==> src/rtl/qam_pkg.sv <==
// ============================================================================
//  Module      : qam_pkg
//  Description : Shared types and constants for the QAM symbol mapper.
//                Holds the FSM state encoding, the Gray-coded amplitude level
//                table, the QPSK level multiplier and the symbol counter
//                width.
//  Revision    : 1.0 - initial release
// ============================================================================
`default_nettype none

package qam_pkg;

    // Mapper control states; explicit one-bit encoding.
    typedef enum logic [0:0] {
        IDLE    = 1'b0,
        COLLECT = 1'b1
    } state_t;

    // Symbol counter width.
    localparam int c_SYM_CNT_W = 16;

    // QPSK symbols sit at +/-2 amplitude units.
    localparam int c_QPSK_MULT = 2;

    // Gray-coded level multiplier for one 16-QAM axis.
    // Adjacent levels differ by a single bit: 00,01,11,10 -> -3,-1,+1,+3.
    function automatic logic signed [2:0] gray_level(input logic [1:0] g);
        logic signed [2:0] lvl;
        case (g)
            2'b00:   lvl = -3'sd3;
            2'b01:   lvl = -3'sd1;
            2'b11:   lvl = 3'sd1;
            default: lvl = 3'sd3;
        endcase
        return lvl;
    endfunction

    // QPSK level multiplier for one axis bit: 0 -> -2, 1 -> +2.
    function automatic logic signed [2:0] qpsk_level(input logic b);
        return b ? 3'(c_QPSK_MULT) : -3'(c_QPSK_MULT);
    endfunction

endpackage : qam_pkg

`default_nettype wire

==> src/rtl/bit_strobe_det.sv <==
// ============================================================================
//  Module      : bit_strobe_det
//  Description : Detects the falling edge of the upstream bit_change flag.
//                accept is high in the cycle where bit_change is low and was
//                high in the previous cycle; the new serial bit is valid in
//                that same cycle.
//  Ports       : clock      - system clock (rising edge)
//                reset      - synchronous, active-high reset
//                bit_change - upstream bit-change flag
//                accept     - combinational strobe: take bit_in this cycle
//  Revision    : 1.0 - initial release
// ============================================================================
`default_nettype none

module bit_strobe_det (
    input  logic clock,
    input  logic reset,
    input  logic bit_change,
    output logic accept
);

    // Reset to 0 so a flag that is already low after reset is not mistaken
    // for a falling edge.
    logic r_hist;

    always_ff @(posedge clock) begin
        if (reset) begin
            r_hist <= 1'b0;
        end else begin
            r_hist <= bit_change;
        end
    end

    assign accept = r_hist & ~bit_change;

endmodule : bit_strobe_det

`default_nettype wire

==> src/rtl/qam_symbol_mapper.sv <==
// ============================================================================
//  Module      : qam_symbol_mapper
//  Description : Collects BITS_PER_SYM serial bits (MSB first) from the
//                upstream generator and maps each complete symbol to signed
//                I/Q amplitudes. 16-QAM uses a Gray-coded 4-level axis
//                (+/-1, +/-3 steps); QPSK uses +/-2 steps per axis.
//  Ports       : clock      - system clock (rising edge)
//                reset      - synchronous, active-high reset
//                enable     - mapper runs while high
//                resync     - discard partial symbol, realign boundary
//                bit_in     - upstream serial data bit
//                bit_change - upstream flag; new bit after its falling edge
//                i_out      - signed in-phase amplitude (registered)
//                q_out      - signed quadrature amplitude (registered)
//                sym_valid  - one-cycle pulse when i_out/q_out update
//                sym_cnt    - emitted symbol count, wraps at 2^16
//  Revision    : 1.0 - initial release
// ============================================================================
`default_nettype none

module qam_symbol_mapper
    import qam_pkg::*;
#(
    parameter int BITS_PER_SYM = 4,
    parameter int AMP_W        = 8,
    parameter int LEVEL_STEP   = 32
) (
    input  logic                          clock,
    input  logic                          reset,
    input  logic                          enable,
    input  logic                          resync,
    input  logic                          bit_in,
    input  logic                          bit_change,
    output logic signed [AMP_W-1:0]       i_out,
    output logic signed [AMP_W-1:0]       q_out,
    output logic                          sym_valid,
    output logic [c_SYM_CNT_W-1:0]        sym_cnt
);

    // ------------------------------------------------------------------
    // Elaboration-time parameter checks
    // ------------------------------------------------------------------
    if (!(BITS_PER_SYM == 2 || BITS_PER_SYM == 4)) begin : g_bad_bps
        $error("qam_symbol_mapper: BITS_PER_SYM must be 2 or 4");
    end

    // The largest level (3 steps) must fit the signed output, which is why
    // the datapath needs no saturation.
    if (3 * LEVEL_STEP > (2 ** (AMP_W - 1)) - 1) begin : g_bad_step
        $error("qam_symbol_mapper: 3*LEVEL_STEP exceeds AMP_W range");
    end

    localparam logic signed [AMP_W+1:0] c_STEP     = (AMP_W + 2)'(LEVEL_STEP);
    localparam logic [2:0]              c_LAST_BIT = 3'(BITS_PER_SYM - 1);

    // ------------------------------------------------------------------
    // Bit strobe
    // ------------------------------------------------------------------
    logic w_accept;

    bit_strobe_det u_bit_strobe_det (
        .clock      (clock),
        .reset      (reset),
        .bit_change (bit_change),
        .accept     (w_accept)
    );

    // ------------------------------------------------------------------
    // Symbol assembly and mapping
    // ------------------------------------------------------------------
    state_t                  r_state;
    logic [2:0]              r_bit_cnt;
    // Holds only the bits of a partial symbol; the final bit is merged
    // combinationally, so BITS_PER_SYM-1 bits suffice.
    logic [BITS_PER_SYM-2:0] r_sym_sr;
    logic [c_SYM_CNT_W-1:0]  r_sym_cnt;

    logic [BITS_PER_SYM-1:0] w_sr_next;
    logic signed [2:0]       w_i_lvl;
    logic signed [2:0]       w_q_lvl;
    logic signed [AMP_W+1:0] w_i_mult;
    logic signed [AMP_W+1:0] w_q_mult;

    assign w_sr_next = {r_sym_sr, bit_in};

    if (BITS_PER_SYM == 4) begin : g_qam16
        assign w_i_lvl = gray_level(w_sr_next[3:2]);
        assign w_q_lvl = gray_level(w_sr_next[1:0]);
    end else begin : g_qpsk
        assign w_i_lvl = qpsk_level(w_sr_next[1]);
        assign w_q_lvl = qpsk_level(w_sr_next[0]);
    end

    // Sign-extend the level to the product width.
    assign w_i_mult = {{(AMP_W - 1){w_i_lvl[2]}}, w_i_lvl};
    assign w_q_mult = {{(AMP_W - 1){w_q_lvl[2]}}, w_q_lvl};

    always_ff @(posedge clock) begin
        if (reset) begin
            r_state   <= IDLE;
            r_bit_cnt <= 3'd0;
            r_sym_sr  <= '0;
            r_sym_cnt <= '0;
            i_out     <= '0;
            q_out     <= '0;
            sym_valid <= 1'b0;
        end else begin
            sym_valid <= 1'b0;
            case (r_state)
                IDLE: begin
                    // Accepts are ignored here; the first bit after
                    // enabling starts a fresh symbol.
                    r_bit_cnt <= 3'd0;
                    r_sym_sr  <= '0;
                    if (enable) begin
                        r_state <= COLLECT;
                    end
                end
                default: begin
                    if (!enable) begin
                        // Disable wins over a coincident completing accept.
                        r_state   <= IDLE;
                        r_bit_cnt <= 3'd0;
                        r_sym_sr  <= '0;
                    end else if (resync) begin
                        // A coincident bit becomes bit 0 of the new symbol.
                        r_sym_sr  <= (BITS_PER_SYM - 1)'(w_accept & bit_in);
                        r_bit_cnt <= w_accept ? 3'd1 : 3'd0;
                    end else if (w_accept) begin
                        if (r_bit_cnt == c_LAST_BIT) begin
                            r_bit_cnt <= 3'd0;
                            r_sym_sr  <= '0;
                            i_out     <= AMP_W'(w_i_mult * c_STEP);
                            q_out     <= AMP_W'(w_q_mult * c_STEP);
                            sym_valid <= 1'b1;
                            r_sym_cnt <= r_sym_cnt + 16'd1;
                        end else begin
                            r_bit_cnt <= r_bit_cnt + 3'd1;
                            r_sym_sr  <= w_sr_next[BITS_PER_SYM-2:0];
                        end
                    end
                end
            endcase
        end
    end

    assign sym_cnt = r_sym_cnt;

endmodule : qam_symbol_mapper

`default_nettype wire

==> config.mk <==
export PLATFORM = sky130hd
export DESIGN_NAME = qam_symbol_mapper
export DESIGN_NICKNAME = d
export VERILOG_FILES = /design/src/rtl/qam_pkg.sv /design/src/rtl/bit_strobe_det.sv /design/src/rtl/qam_symbol_mapper.sv
export SDC_FILE = /design/constraint.sdc
export NUM_CORES = 1
export LEC_CHECK = 0
export CAP_MARGIN = 30
export CORE_ASPECT_RATIO = 1.25
export CORE_MARGIN = 1.5
export CORE_UTILIZATION = 51
export DETAILED_ROUTE_END_ITERATION = 10
export PLACE_DENSITY = 0.9
export SLEW_MARGIN = 40
export SYNTH_ARGS = -nofsm -noshare
export SYNTH_HDL_FRONTEND = slang
export SYNTH_HIERARCHICAL = 1
export SYNTH_SLANG_ARGS = --single-unit
==> constraint.sdc <==
create_clock -name clock -period 5.8 [get_ports clock]
set_input_delay 0.87 -clock clock [delete_from_list [all_inputs] [get_ports clock]]
set_output_delay 0.87 -clock clock [all_outputs]
set_load 0.02 [all_outputs]
==> results.md <==
| Metric | Reported | Unit |
|:---|:---|:---|
| CP cell instances | clkdlybuf4s50_1, nor2b_1, nand2b_4, or4_4, or4_1, a21oi_1 | - |
| PwrDens | 214 | nW/µm² |
| Number of buffers on the longest clock path | 2 | - |
| Pins Over Slew Limit | 0 | - |
| Drt pass-1 iters | 4 | - |
| Cell type contributing the most total cell area after synthesis | sky130_fd_sc_hd__dfxtp_1 | - |
| Via count of the first global-routing pass | 1079 | - |
| CTS H-Tree Depth | 2 | - |
| FF-to-FF End | sym_cnt[15] | - |
| TritonCTS buffer count | 5 | - |
| Clock net sink count | 30 | - |
| Cells after Synth | 169 | - |
| Outcome | completed | - |
| DRC violations left | 0 | - |
| TritonCTS clock tree | done | - |
| Minimum hold slack | 0.486 | ns |
| Final non-filler cell area | 1770 | µm² |
| Launch instance of the worst register-to-register path | u_bit_strobe_det/r_hist | - |
| Fraction of the cycle the final worst path needs | 52.4 | % |
| Overall Global Routing Usage | 19.5 | % |
| Post-CTS resize count | 0 | - |
| Die height | 62.8 | µm |
| Share of final-layout standard cells stronger than drive strength 1 | 7.61 | % |
| Clock-pin slew on the worst setup and hold paths | 0.09 | ns |
| Final layout net count | 209 | - |
| Actual transition at the worst max-transition pin | 0.807 | ns |
| Setup repair after global routing missed its margin | no | - |
| Post-synthesis to final-layout area growth | 21.7 | % |
| Initial antenna violation count | 0 | - |
| Depth of the most critical reg-to-reg path | 5 | - |
| Primary FF master, synth | sky130_fd_sc_hd__dfxtp_1 | - |
| Antenna diode count | 0 | - |
| Max transition margin | 46.1 | % |
| Ports placed on the boundary | 39 | - |
| Mean number of vias per cell | 5.20 | - |
| Final-layout fill cell count | 235 | - |
| Port Buffers | 28 | - |
| Leakage component of the power | 0.603 | nW |
| Number of different library cells in the post-synthesis netlist | 34 | - |
| Maximum clock frequency | 329 | MHz |
| Routed wire length | 2.77 | mm |
| Max-cap violations | 0 | - |
| Worst Setup End Kind | flip-flop | - |
| Row cnt | 21 | - |
| Cell types with the largest area share after synthesis | sky130_fd_sc_hd__dfxtp_1 (41%), sky130_fd_sc_hd__ha_1 (6.0%), sky130_fd_sc_hd__nor2_1 (5.9%) | - |
| Required time reported for the critical path endpoint | 6.07 | ns |
| Worst setup endpoint | sym_cnt[15] | - |
| Cell at the slowest stage of the critical path | sky130_fd_sc_hd__nor2b_1 | - |
| Fraction of post-synthesis cell area in the top cell type by area | 41.2 | % |
| Highest-count cells in the layout ignoring fill and taps | sky130_fd_sc_hd__dfxtp_1 (30), sky130_fd_sc_hd__clkdlybuf4s50_1 (27), sky130_fd_sc_hd__nor2_1 (23) | - |
| Average cell area after synthesis | 8.63 | µm² |
| Maximum number of pins on one net before global-route repair | 31 | - |
| Delay of the slowest cell on the worst path | 0.64 | ns |
| Cell Area, Synth | 1460 | µm² |
| Type of origin of the critical path | input port | - |
| Weighted congestion at the end of routability-driven global placement | 0.764 | - |
| Starting DRC count in detailed routing | 27 | - |
| Most common library cell in the layout ignoring fill and taps | sky130_fd_sc_hd__dfxtp_1 | - |
| Clock tree root buffer cell | sky130_fd_sc_hd__clkbuf_4 | - |
| Max FO, Critical Path | 11 | - |
| YS warnings | 6 | - |
| Wire length of the first global-routing pass | 4.73 | mm |
| Total Power | 0.000380 | W |
| Max IR drop VDD | 0.176 | mV |
| Die Wd | 50.8 | µm |
| Half-perimeter wire length of the detailed placement result | 2.01 | mm |
| Floorplan die area | 3190 | µm² |
| Number of setup violations in the final report | 0 | - |
| Post-route antenna net violation count | 0 | - |
| Post-cts hold buffer count | 0 | - |
| Initial standard-cell utilization of the core | 53.9 | % |
| Minimum period implied by the final worst setup slack | 3.04 | ns |
| Count of flip-flops with a built-in enable after synthesis | 0 | - |
| Floorplan core area | 2710 | µm² |
| Share of synthesized area occupied by flip-flops and latches | 41.2 | % |
| Hold Vio Cnt, Final | 0 | - |
| Flip-flop and latch count after synthesis | 30 | - |
| Worst Skew | 0.00788 | ns |
| Worst Setup Path Type | input port to flip-flop | - |
| Setup_tns | 0 | ns |
| Origin of the worst setup path | bit_change | - |
| Wire length per cell | 12.0 | µm |
| Arr. time, crit path | 3.31 | ns |
| Remaining global-route overflow | 0 | - |
| Register-to-Register Setup Slack | 3.40 | ns |
| Insertion delay of the later-clocked pin in the worst-skew pair | 0.34 | ns |
| Post-synthesis async set-or-reset flop share | 0 | % |
| Hold Crit Class | flip-flop to flip-flop | - |
| Post-CTS setup buffers | 0 | - |
| Via count | 1202 | - |
| Placed cell areas | 1700 | µm² |
-- cells by family after synthesis --
group / Yosys count / synth area share, %
AOI/OAI and AO/OA: 23 / 8.93
xor gates and xnor gates: 6 / 3.61
adders and majority gates: 7 / 6.01
buffers and inverters: 24 / 9.61
DFF: 30 / 41.2
muxes: 7 / 5.06
other: 1 / 0.257
and+or+nand+nor: 71 / 25.3
-- worst max-delay path, delay by kind of cell --
| kind | cells | cell delay, ns |
|---|---|---|
| AOI/OAI and AO/OA | 1 | 0.15 |
| buffers and inverters | 1 | 0.41 |
| and+or+nand+nor | 4 | 1.88 |
-- per-stage QoR --
stage	worst slack [ns]	instances	utilization [%]
floorplan	3.45	178	-
global placement	2.49	223	62.8
detailed placement	2.38	223	62.6
CTS	2.74	231	65.6
global route	2.64	231	65.6
finish	2.76	231	65.6
-- sequential cells by signal (all words and copies together) (netlist names) --
| signal | flops |
|---|---|
| i_out | 2 |
| q_out | 3 |
| r_bit_cnt | 3 |
| r_state | 1 |
| r_sym_sr | 3 |
| sym_cnt | 16 |
| sym_valid | 1 |
| u_bit_strobe_det/r_hist | 1 |
-- how the worst min path moves through the flow --
stage | cells past startpoint | endpoint | start
6_report | 2 | r_bit_cnt[2] | r_bit_cnt[2]
5_1_grt | 2 | r_sym_sr[2] | r_sym_sr[2]
4_1_cts | 2 | r_bit_cnt[2] | r_bit_cnt[2]
3_5_place_dp | 2 | r_bit_cnt[2] | r_bit_cnt[2]
3_3_place_gp | 2 | r_bit_cnt[2] | r_bit_cnt[2]
2_1_floorplan | 2 | r_bit_cnt[2] | r_bit_cnt[2]
-- power by group --
group          switching, W  internal, W  total [W]
logic             0.0000129   0.00000513  0.0000181
registers       0.000000334     0.000207   0.000207
clock network     0.0000727    0.0000827   0.000155
total             0.0000860     0.000294   0.000380
-- metal layers --
metal | part of all wire (%) | global-route usage [%] | wire, µm | up-vias
met5 | 0 | 0 | 0 | -
met4 | 2.6 | 9.46 | 71 | 0
met3 | 4.4 | 5.74 | 123 | 9
met2 | 49 | 30.1 | 1360 | 34
met1 | 44 | 24.4 | 1220 | 549
li1 | - | - | - | 610
-- Yosys cell counts (all sizes together), types with 4 or more instances --
cell,n
a211oi,4
nor2,23
or3,7
mux2i,4
nor2b,6
nand3,10
ha,7
xnor2,6
buf,14
inv,7
a21oi,10
dfxtp,30
nand2,9
o21ai,7
nor3,4
-- layout make-up --
| type | instances | area [µm²] | area share [%] |
|---|---|---|---|
| sequential | 30 | 601 | 33.9 |
| clock buffer | 8 | 78.8 | 4.44 |
| multi-input combinational | 124 | 751 | 42.3 |
| inverter | 7 | 26.3 | 1.48 |
| tap | 34 | 42.5 | 2.40 |
| timing repair buffer | 28 | 275 | 15.5 |
Note: power is estimated with default switching activity, not from simulation.
